==> config.mk <==
export PLATFORM = sky130hd
export DESIGN_NAME = conv3x3_sequencer_flat
export DESIGN_NICKNAME = d
export VERILOG_FILES = /design/src/rtl/conv3x3_sequencer_if.sv /design/src/rtl/conv3x3_sequencer.sv /design/src/flat_wrapper.sv
export SDC_FILE = /design/constraint.sdc
export NUM_CORES = 1
export LEC_CHECK = 0
export ABC_AREA = 1
export CORE_AREA = 8 8 189 191
export CTS_CLUSTER_SIZE = 8
export DETAILED_ROUTE_END_ITERATION = 8
export DIE_AREA = 0 0 197 199
export GPL_TIMING_DRIVEN = 0
export PLACE_DENSITY_LB_ADDON = 0.2
export SLEW_MARGIN = 0
export SYNTH_ARGS = -nofsm -noshare
export SYNTH_HDL_FRONTEND = slang
export SYNTH_SLANG_ARGS = --single-unit
export TNS_END_PERCENT = 10
==> constraint.sdc <==
create_clock -name clk -period 7.2 [get_ports clk]
set_input_delay 2.16 -clock clk [delete_from_list [all_inputs] [get_ports clk]]
set_output_delay 2.16 -clock clk [all_outputs]
set_load 0.1 [all_outputs]
==> src/rtl/conv3x3_sequencer_if.sv <==
// -----------------------------------------------------------------------------
// conv3x3_sequencer_if
//
// Groups the two buses of the 3x3 convolution sequencer:
//   load bus : ld_valid / ld_ready / ld_data.
//              This is a valid/ready stream of pixel and weight words
//              flowing into the sequencer.
//   MAC bus  : mac_en / mac_clr / mac_a / mac_b go out to the shared
//              multiply-accumulate datapath. mac_acc is that datapath's
//              registered accumulator, returned to the sequencer.
//
// Modports
//   master : the sequencer side. It consumes load words and drives the MAC.
//   slave  : the environment side. It supplies load words and owns the MAC.
// -----------------------------------------------------------------------------
interface conv3x3_sequencer_if #(
  parameter int DW = 8,
  parameter int AW = 20
);

  logic          ld_valid;
  logic          ld_ready;
  logic [DW-1:0] ld_data;

  logic          mac_en;
  logic          mac_clr;
  logic [DW-1:0] mac_a;
  logic [DW-1:0] mac_b;
  logic [AW-1:0] mac_acc;

  modport master (
    input  ld_valid,
    input  ld_data,
    input  mac_acc,
    output ld_ready,
    output mac_en,
    output mac_clr,
    output mac_a,
    output mac_b
  );

  modport slave (
    output ld_valid,
    output ld_data,
    output mac_acc,
    input  ld_ready,
    input  mac_en,
    input  mac_clr,
    input  mac_a,
    input  mac_b
  );

endinterface

==> src/rtl/conv3x3_sequencer.sv <==
// -----------------------------------------------------------------------------
// conv3x3_sequencer
//
// Sequences a 2x2 "valid" convolution of a 4x4 image with a 3x3 filter.
// The multiplies are done on an external, shared MAC datapath.
//
// Job flow
//   IDLE -> LOAD : on start.
//   LOAD -> RUN  : after 25 accepted words.
//                  Words 0..15 are image pixels (row-major).
//                  Words 16..24 are filter weights (row-major).
//   RUN  -> WAIT : after 36 taps.
//                  There are 4 windows of 9 taps each.
//                  Window order is (0,0),(0,1),(1,0),(1,1).
//   WAIT -> DONE : captures the last window.
//   DONE -> IDLE : done pulses for this single cycle.
//
// The MAC accumulator lags mac_en by one edge.
// So each window's sum becomes visible in the cycle after its 9th tap.
// That cycle is the next window's clear tap, or WAIT for the last window.
// The sum is captured there, truncated to DW bits.
//
// Ports
//   clk          : single clock, rising edge
//   rst          : asynchronous, active-low reset
//   start        : job request, honoured in IDLE only
//   busy         : high in LOAD, RUN, WAIT
//   done         : one-cycle pulse once all four results are valid
//   bus          : load stream + MAC datapath (master modport)
//   o00..o11     : window results; each holds until the next job rewrites it
// -----------------------------------------------------------------------------
module conv3x3_sequencer #(
  parameter int DW = 8,
  parameter int AW = 20
) (
  input  logic                 clk,
  input  logic                 rst,
  input  logic                 start,
  output logic                 busy,
  output logic                 done,
  conv3x3_sequencer_if.master  bus,
  output logic [DW-1:0]        o00,
  output logic [DW-1:0]        o01,
  output logic [DW-1:0]        o10,
  output logic [DW-1:0]        o11
);

  // A 9-tap sum of DW x DW products needs 2*DW+4 bits to avoid wrapping.
  if (AW < 2*DW + 4) begin : g_aw_check
    $error("conv3x3_sequencer: AW must be at least 2*DW+4");
  end

  typedef enum logic [2:0] {
    ST_IDLE,
    ST_LOAD,
    ST_RUN,
    ST_WAIT,
    ST_DONE
  } state_t;

  state_t        state;
  logic [4:0]    ld_idx;     // next load word index, 0..24
  logic [1:0]    win;        // window currently presented: {r, c}
  logic [1:0]    ti;         // filter row of the tap currently presented
  logic [1:0]    tj;         // filter column of the tap currently presented

  logic [DW-1:0] img [16];
  logic [DW-1:0] flt [9];

  // Position of the tap that follows (win, ti, tj).
  logic [1:0]    nx_win;
  logic [1:0]    nx_ti;
  logic [1:0]    nx_tj;
  logic          last_tap;

  logic [DW-1:0] acc_lo;
  logic          unused_acc_hi;

  // Only the low DW bits of the accumulator are kept.
  assign acc_lo        = bus.mac_acc[DW-1:0];
  assign unused_acc_hi = ^bus.mac_acc[AW-1:DW];

  // Pixel address for window (r,c) = w and tap (i,j).
  // The address is (r+i)*4 + (c+j).
  // Row and column each fit in two bits, so the address is just {row, col}.
  function automatic logic [3:0] pix_addr(
    input logic [1:0] w,
    input logic [1:0] i,
    input logic [1:0] j
  );
    logic [1:0] row;
    logic [1:0] col;
    row = {1'b0, w[1]} + i;
    col = {1'b0, w[0]} + j;
    return {row, col};
  endfunction

  // Weight address for tap (i,j) is i*3 + j.
  function automatic logic [3:0] flt_addr(
    input logic [1:0] i,
    input logic [1:0] j
  );
    return {1'b0, i, 1'b0} + {2'b00, i} + {2'b00, j};
  endfunction

  // NOTE: every signal assigned in this block gets a value before any branch,
  // so the logic stays purely combinational and no latch is inferred.
  always_comb begin
    nx_win   = win;
    nx_ti    = ti;
    nx_tj    = tj + 2'd1;
    last_tap = 1'b0;
    if (tj == 2'd2) begin
      nx_tj = 2'd0;
      if (ti == 2'd2) begin
        nx_ti    = 2'd0;
        nx_win   = win + 2'd1;
        last_tap = (win == 2'd3);
      end else begin
        nx_ti = ti + 2'd1;
      end
    end
  end

  // NOTE: all state here uses non-blocking assignments.
  // Each register then updates from values sampled before the edge,
  // regardless of statement order.
  always_ff @(posedge clk or negedge rst) begin
    if (!rst) begin
      state        <= ST_IDLE;
      ld_idx       <= '0;
      win          <= '0;
      ti           <= '0;
      tj           <= '0;
      // NOTE: the pixel/weight stores are reset along with everything else.
      // An abandoned job then leaves no stale operands behind.
      for (int k = 0; k < 16; k++) img[k] <= '0;
      for (int k = 0; k < 9; k++)  flt[k] <= '0;
      busy         <= 1'b0;
      done         <= 1'b0;
      bus.ld_ready <= 1'b0;
      bus.mac_en   <= 1'b0;
      bus.mac_clr  <= 1'b0;
      bus.mac_a    <= '0;
      bus.mac_b    <= '0;
      o00          <= '0;
      o01          <= '0;
      o10          <= '0;
      o11          <= '0;
    end else begin
      done <= 1'b0;

      unique case (state)
        ST_IDLE: begin
          if (start) begin
            state        <= ST_LOAD;
            busy         <= 1'b1;
            bus.ld_ready <= 1'b1;
            ld_idx       <= '0;
          end
        end

        ST_LOAD: begin
          // ld_ready is high for the whole of LOAD.
          // So ld_valid alone marks an accepted word.
          if (bus.ld_valid) begin
            // Indices 16..24 map to weights 0..8 through their low four bits.
            if (!ld_idx[4]) img[ld_idx[3:0]] <= bus.ld_data;
            else            flt[ld_idx[3:0]] <= bus.ld_data;

            if (ld_idx == 5'd24) begin
              // The first tap reads img[0] and flt[0].
              // Both were stored on earlier edges, so it can be issued now.
              state        <= ST_RUN;
              bus.ld_ready <= 1'b0;
              win          <= '0;
              ti           <= '0;
              tj           <= '0;
              bus.mac_en   <= 1'b1;
              bus.mac_clr  <= 1'b1;
              bus.mac_a    <= img[0];
              bus.mac_b    <= flt[0];
            end else begin
              ld_idx <= ld_idx + 5'd1;
            end
          end
        end

        ST_RUN: begin
          // A clear tap of window k>0 is the cycle where window k-1's sum
          // sits in the accumulator.
          if (ti == 2'd0 && tj == 2'd0) begin
            case (win)
              2'd1:    o00 <= acc_lo;
              2'd2:    o01 <= acc_lo;
              2'd3:    o10 <= acc_lo;
              default: ;
            endcase
          end

          if (last_tap) begin
            state       <= ST_WAIT;
            bus.mac_en  <= 1'b0;
            bus.mac_clr <= 1'b0;
            bus.mac_a   <= '0;
            bus.mac_b   <= '0;
          end else begin
            win         <= nx_win;
            ti          <= nx_ti;
            tj          <= nx_tj;
            bus.mac_clr <= (nx_ti == 2'd0) && (nx_tj == 2'd0);
            bus.mac_a   <= img[pix_addr(nx_win, nx_ti, nx_tj)];
            bus.mac_b   <= flt[flt_addr(nx_ti, nx_tj)];
          end
        end

        ST_WAIT: begin
          o11   <= acc_lo;
          state <= ST_DONE;
          busy  <= 1'b0;
          done  <= 1'b1;
        end

        ST_DONE: begin
          state <= ST_IDLE;
        end

        default: begin
          state <= ST_IDLE;
        end
      endcase
    end
  end

endmodule

==> src/flat_wrapper.sv <==
// flat-port wrapper written by rule: the top's interface ports become plain ports
module conv3x3_sequencer_flat 
#(
  parameter int DW = 8,
  parameter int AW = 20
)
  (clk, rst, start, busy, done, o00, o01, o10, o11, bus_ld_valid, bus_ld_data, bus_mac_acc, bus_ld_ready, bus_mac_en, bus_mac_clr, bus_mac_a, bus_mac_b);
  conv3x3_sequencer_if #(.DW(DW), .AW(AW)) bus_i ();
  input  logic clk;
  input  logic rst;
  input  logic start;
  output logic busy;
  output logic done;
  output logic [DW-1:0] o00;
  output logic [DW-1:0] o01;
  output logic [DW-1:0] o10;
  output logic [DW-1:0] o11;
  input wire logic [$bits(bus_i.ld_valid)-1:0] bus_ld_valid;
  input wire logic [$bits(bus_i.ld_data)-1:0] bus_ld_data;
  input wire logic [$bits(bus_i.mac_acc)-1:0] bus_mac_acc;
  output wire logic [$bits(bus_i.ld_ready)-1:0] bus_ld_ready;
  output wire logic [$bits(bus_i.mac_en)-1:0] bus_mac_en;
  output wire logic [$bits(bus_i.mac_clr)-1:0] bus_mac_clr;
  output wire logic [$bits(bus_i.mac_a)-1:0] bus_mac_a;
  output wire logic [$bits(bus_i.mac_b)-1:0] bus_mac_b;
  assign bus_i.ld_valid = bus_ld_valid;
  assign bus_i.ld_data = bus_ld_data;
  assign bus_i.mac_acc = bus_mac_acc;
  assign bus_ld_ready = bus_i.ld_ready;
  assign bus_mac_en = bus_i.mac_en;
  assign bus_mac_clr = bus_i.mac_clr;
  assign bus_mac_a = bus_i.mac_a;
  assign bus_mac_b = bus_i.mac_b;
  conv3x3_sequencer #(.DW(DW), .AW(AW)) u_core (.clk(clk), .rst(rst), .start(start), .busy(busy), .done(done), .bus(bus_i), .o00(o00), .o01(o01), .o10(o10), .o11(o11));
endmodule
==> flow_summary_export.csv <==
group,metric,value,unit
setup_path,cp_slowest_cell,"clkdlybuf4s50_1",
floorplanning,dieArea,39200,sq um
layout,final_nets,1702,
timing,setup_viol,0,
grt,use_met1,28.3,%
synth,synth_warnings,0,
timing,fin_setup_tns,0,ns
place,portBuffers,72,
grt,grt_pass1_wl,62200,microns
setup_path,crit_family,"buffers and inverters",
synth,syn_avg_cell_area,8.12,sq um
floorplanning,pin_count,85,
setup_path,cp.required,5.04,ns
setup_path,worstPathArrival,2.06,ns
grt,use_met2,32.8,%
grt,met3_usage,3.70,%
timing,hold_viol_final,0,
synth,ys_seq_elements,267,
floorplanning,coreArea,32900,sq um
grt,grt_max_degree,101,
drt,wl_per_cell,18.8,microns
layout,synthToLayoutAreaGrowth,19.0,%
cts,cts_tree,"built",
synth,ys_seq_area_share,53.4,%
cts,ctsResizeCount,0,
grt,grt_overflow,0,
cts,htree_levels,2,
grt,grt_pass1_vias,10500,
cts,cts-buffers-inserted,39,
layout,layout_commonest_cell,"nand2_1",
synth,synthCells,1542,
timing,slew_viol_final,0,
setup_path,critPathLaunchType,"flip-flop",
setup_path,worstSetupEndpointType,"output pin",
setup_path,cp.depth,1,
layout,drive_gt1_share,7.72,%
drt,dr.pass1.iters,6,
setup_path,critical_path_class,"flip-flop to output pin",
grt,antenna_found_initial,1,
drt,routed_wirelength,39700,microns
hold_path,min-delay-start,"u_core.bus.mac_en",
hold_path,hold_class,"flip-flop to flip-flop",
cts,cts_max_path_buffers,3,
drt,first_iter_violations,991,
timing,period_share,58.6,%
floorplanning,rows,67,
hold_path,min_path_cells,2,
outcome,status,"completed",
cts,cts_num_sinks,267,
floorplanning,start_util,38.1,%
place,hpwlAfterDp,27700,microns
timing,min_period,4.22,ns
floorplanning,dieWidth,197,microns
cts,path_clk_slew,0.05,ns
timing,rsz0062_at_grt,"no",
drt,ant_nets,0,
cts,root_buffer,"clkbuf_16",
setup_path,crit-reg2reg-launch,"u_core.tj[1]",
drt,drc,0,
place,gp_congestion,0.930,
setup_path,rr_worst_depth,15,
setup_path,cp.buffers_inverters,1,
cts,insertion_delay,0.52,ns
grt,grt_busiest_layer,"met2",
drt,via_per_inst,5.13,
drt,vias,10800,
setup_path,critPathLaunch,"u_core.bus.mac_b[2]",
timing,max_slew.worst_pin.slew,0.987,ns
synth,synth.distinct_cells,37,
timing,slew_headroom,34.0,%
setup_path,cp_cell_sequence,"clkdlybuf4s50_1",
flow_run,cap_violations,0,
layout,final_cell_mix,"nand2_1 (444), dfrtp_1 (267), nor2_1 (238)",
synth,syn_nets,1587,
timing,fmax,237,MHz
cts,postCtsSetupBuffers,0,
grt,grt_usage,20.4,%
setup_path,critPathMaxFanout,2,
layout,fill_cells,3341,
cts,cts_hold_buffers,0,
layout,diodes,0,
floorplanning,die_y,199,microns
setup_path,critPathMaxStageDelay,1.16,ns
timing,skew,0.0258,ns
synth,synth_area,12500,sq um
registers in the layout (all words and copies together) (netlist names):
name,count
u_core.img,128
u_core.flt,72
u_core.bus.mac_a,8
u_core.bus.mac_b,8
u_core.o00,8
u_core.o01,8
u_core.o10,8
u_core.o11,8
u_core.ld_idx,5
u_core.state,3
u_core.ti,2
u_core.tj,2
u_core.win,2
u_core.bus.ld_ready,1
u_core.bus.mac_clr,1
u_core.bus.mac_en,1
u_core.busy,1
u_core.done,1
synth_stat cells, drive strengths merged:
library cell / number / area, sq um
dfrtp: 267 / 6680
inv: 58 / 225
nor3b: 2 / 20.0
a21oi: 33 / 165
ha: 12 / 150
nand2: 460 / 1770
o311ai: 1 / 8.76
o22ai: 4 / 25.0
nand4: 2 / 12.5
clkbuf: 48 / 180
a31oi: 1 / 6.26
o211ai: 7 / 52.6
xor2: 1 / 8.76
fa: 1 / 20.0
xnor2: 1 / 8.76
buf: 37 / 279
nor3: 7 / 51.3
nand3b: 2 / 15.0
nand3: 94 / 470
o21ai: 257 / 1350
nor2: 246 / 1010
o21bai: 1 / 7.51
stage by stage:
step / instance area, sq um / hold WS, ns / util [%] / setup WS, ns / cells
3_5_place_dp: 13900 / 0.459 / 42.2 / 3.15 / 2064
4_1_cts: 14900 / 0.471 / 45.3 / 2.95 / 2107
6_report: 14900 / 0.464 / 45.3 / 2.98 / 2107
3_3_place_gp: 13800 / 0.457 / 42.0 / -7.73 / 2062
2_1_floorplan: 12500 / 0.448 / - / 4.12 / 1542
5_1_grt: 14900 / 0.495 / 45.3 / 2.95 / 2107
area by class of cell:
cell class,count,area (sq um),share of cell area (%)
clock buffer,40,980,6.58
multi-input combinational,1132,5150,34.6
tap,448,561,3.76
timing repair buffer,74,781,5.24
clock inverter,3,62.6,0.420
buffer,85,459,3.08
sequential,267,6680,44.8
inverter,58,225,1.51
logic make-up after synthesis:
kind of cell / share of synthesized area, %
compound gates: 12.9
xor+xnor: 0.140
fa+ha+maj: 1.36
buf+inv: 5.47
flops: 53.4
simple gates: 26.8
worst paths after layout:
kind                                       endpoint  slack [ns]
worst max-delay path                   bus_mac_b[2]        2.98
worst min-delay path              u_core.bus.mac_en        0.46
worst max register to register  u_core.bus.mac_b[3]        3.42
worst min register to register    u_core.bus.mac_en        0.46
max in group asynchronous            u_core.img[95]        4.58
min in group asynchronous             u_core.o00[0]        1.65
routing by layer:
metal / wire, microns / share of wire [%] / vias up
met5: 0 / 0 / -
met2: 18200 / 46 / 306
li1: - / - / 5215
met4: 838 / 2.1 / 0
met3: 2370 / 6.0 / 57
met1: 18300 / 46 / 5222
Power is not shown: default switching activity piles up to over one toggle a cycle in this logic, so the estimate is an artifact.
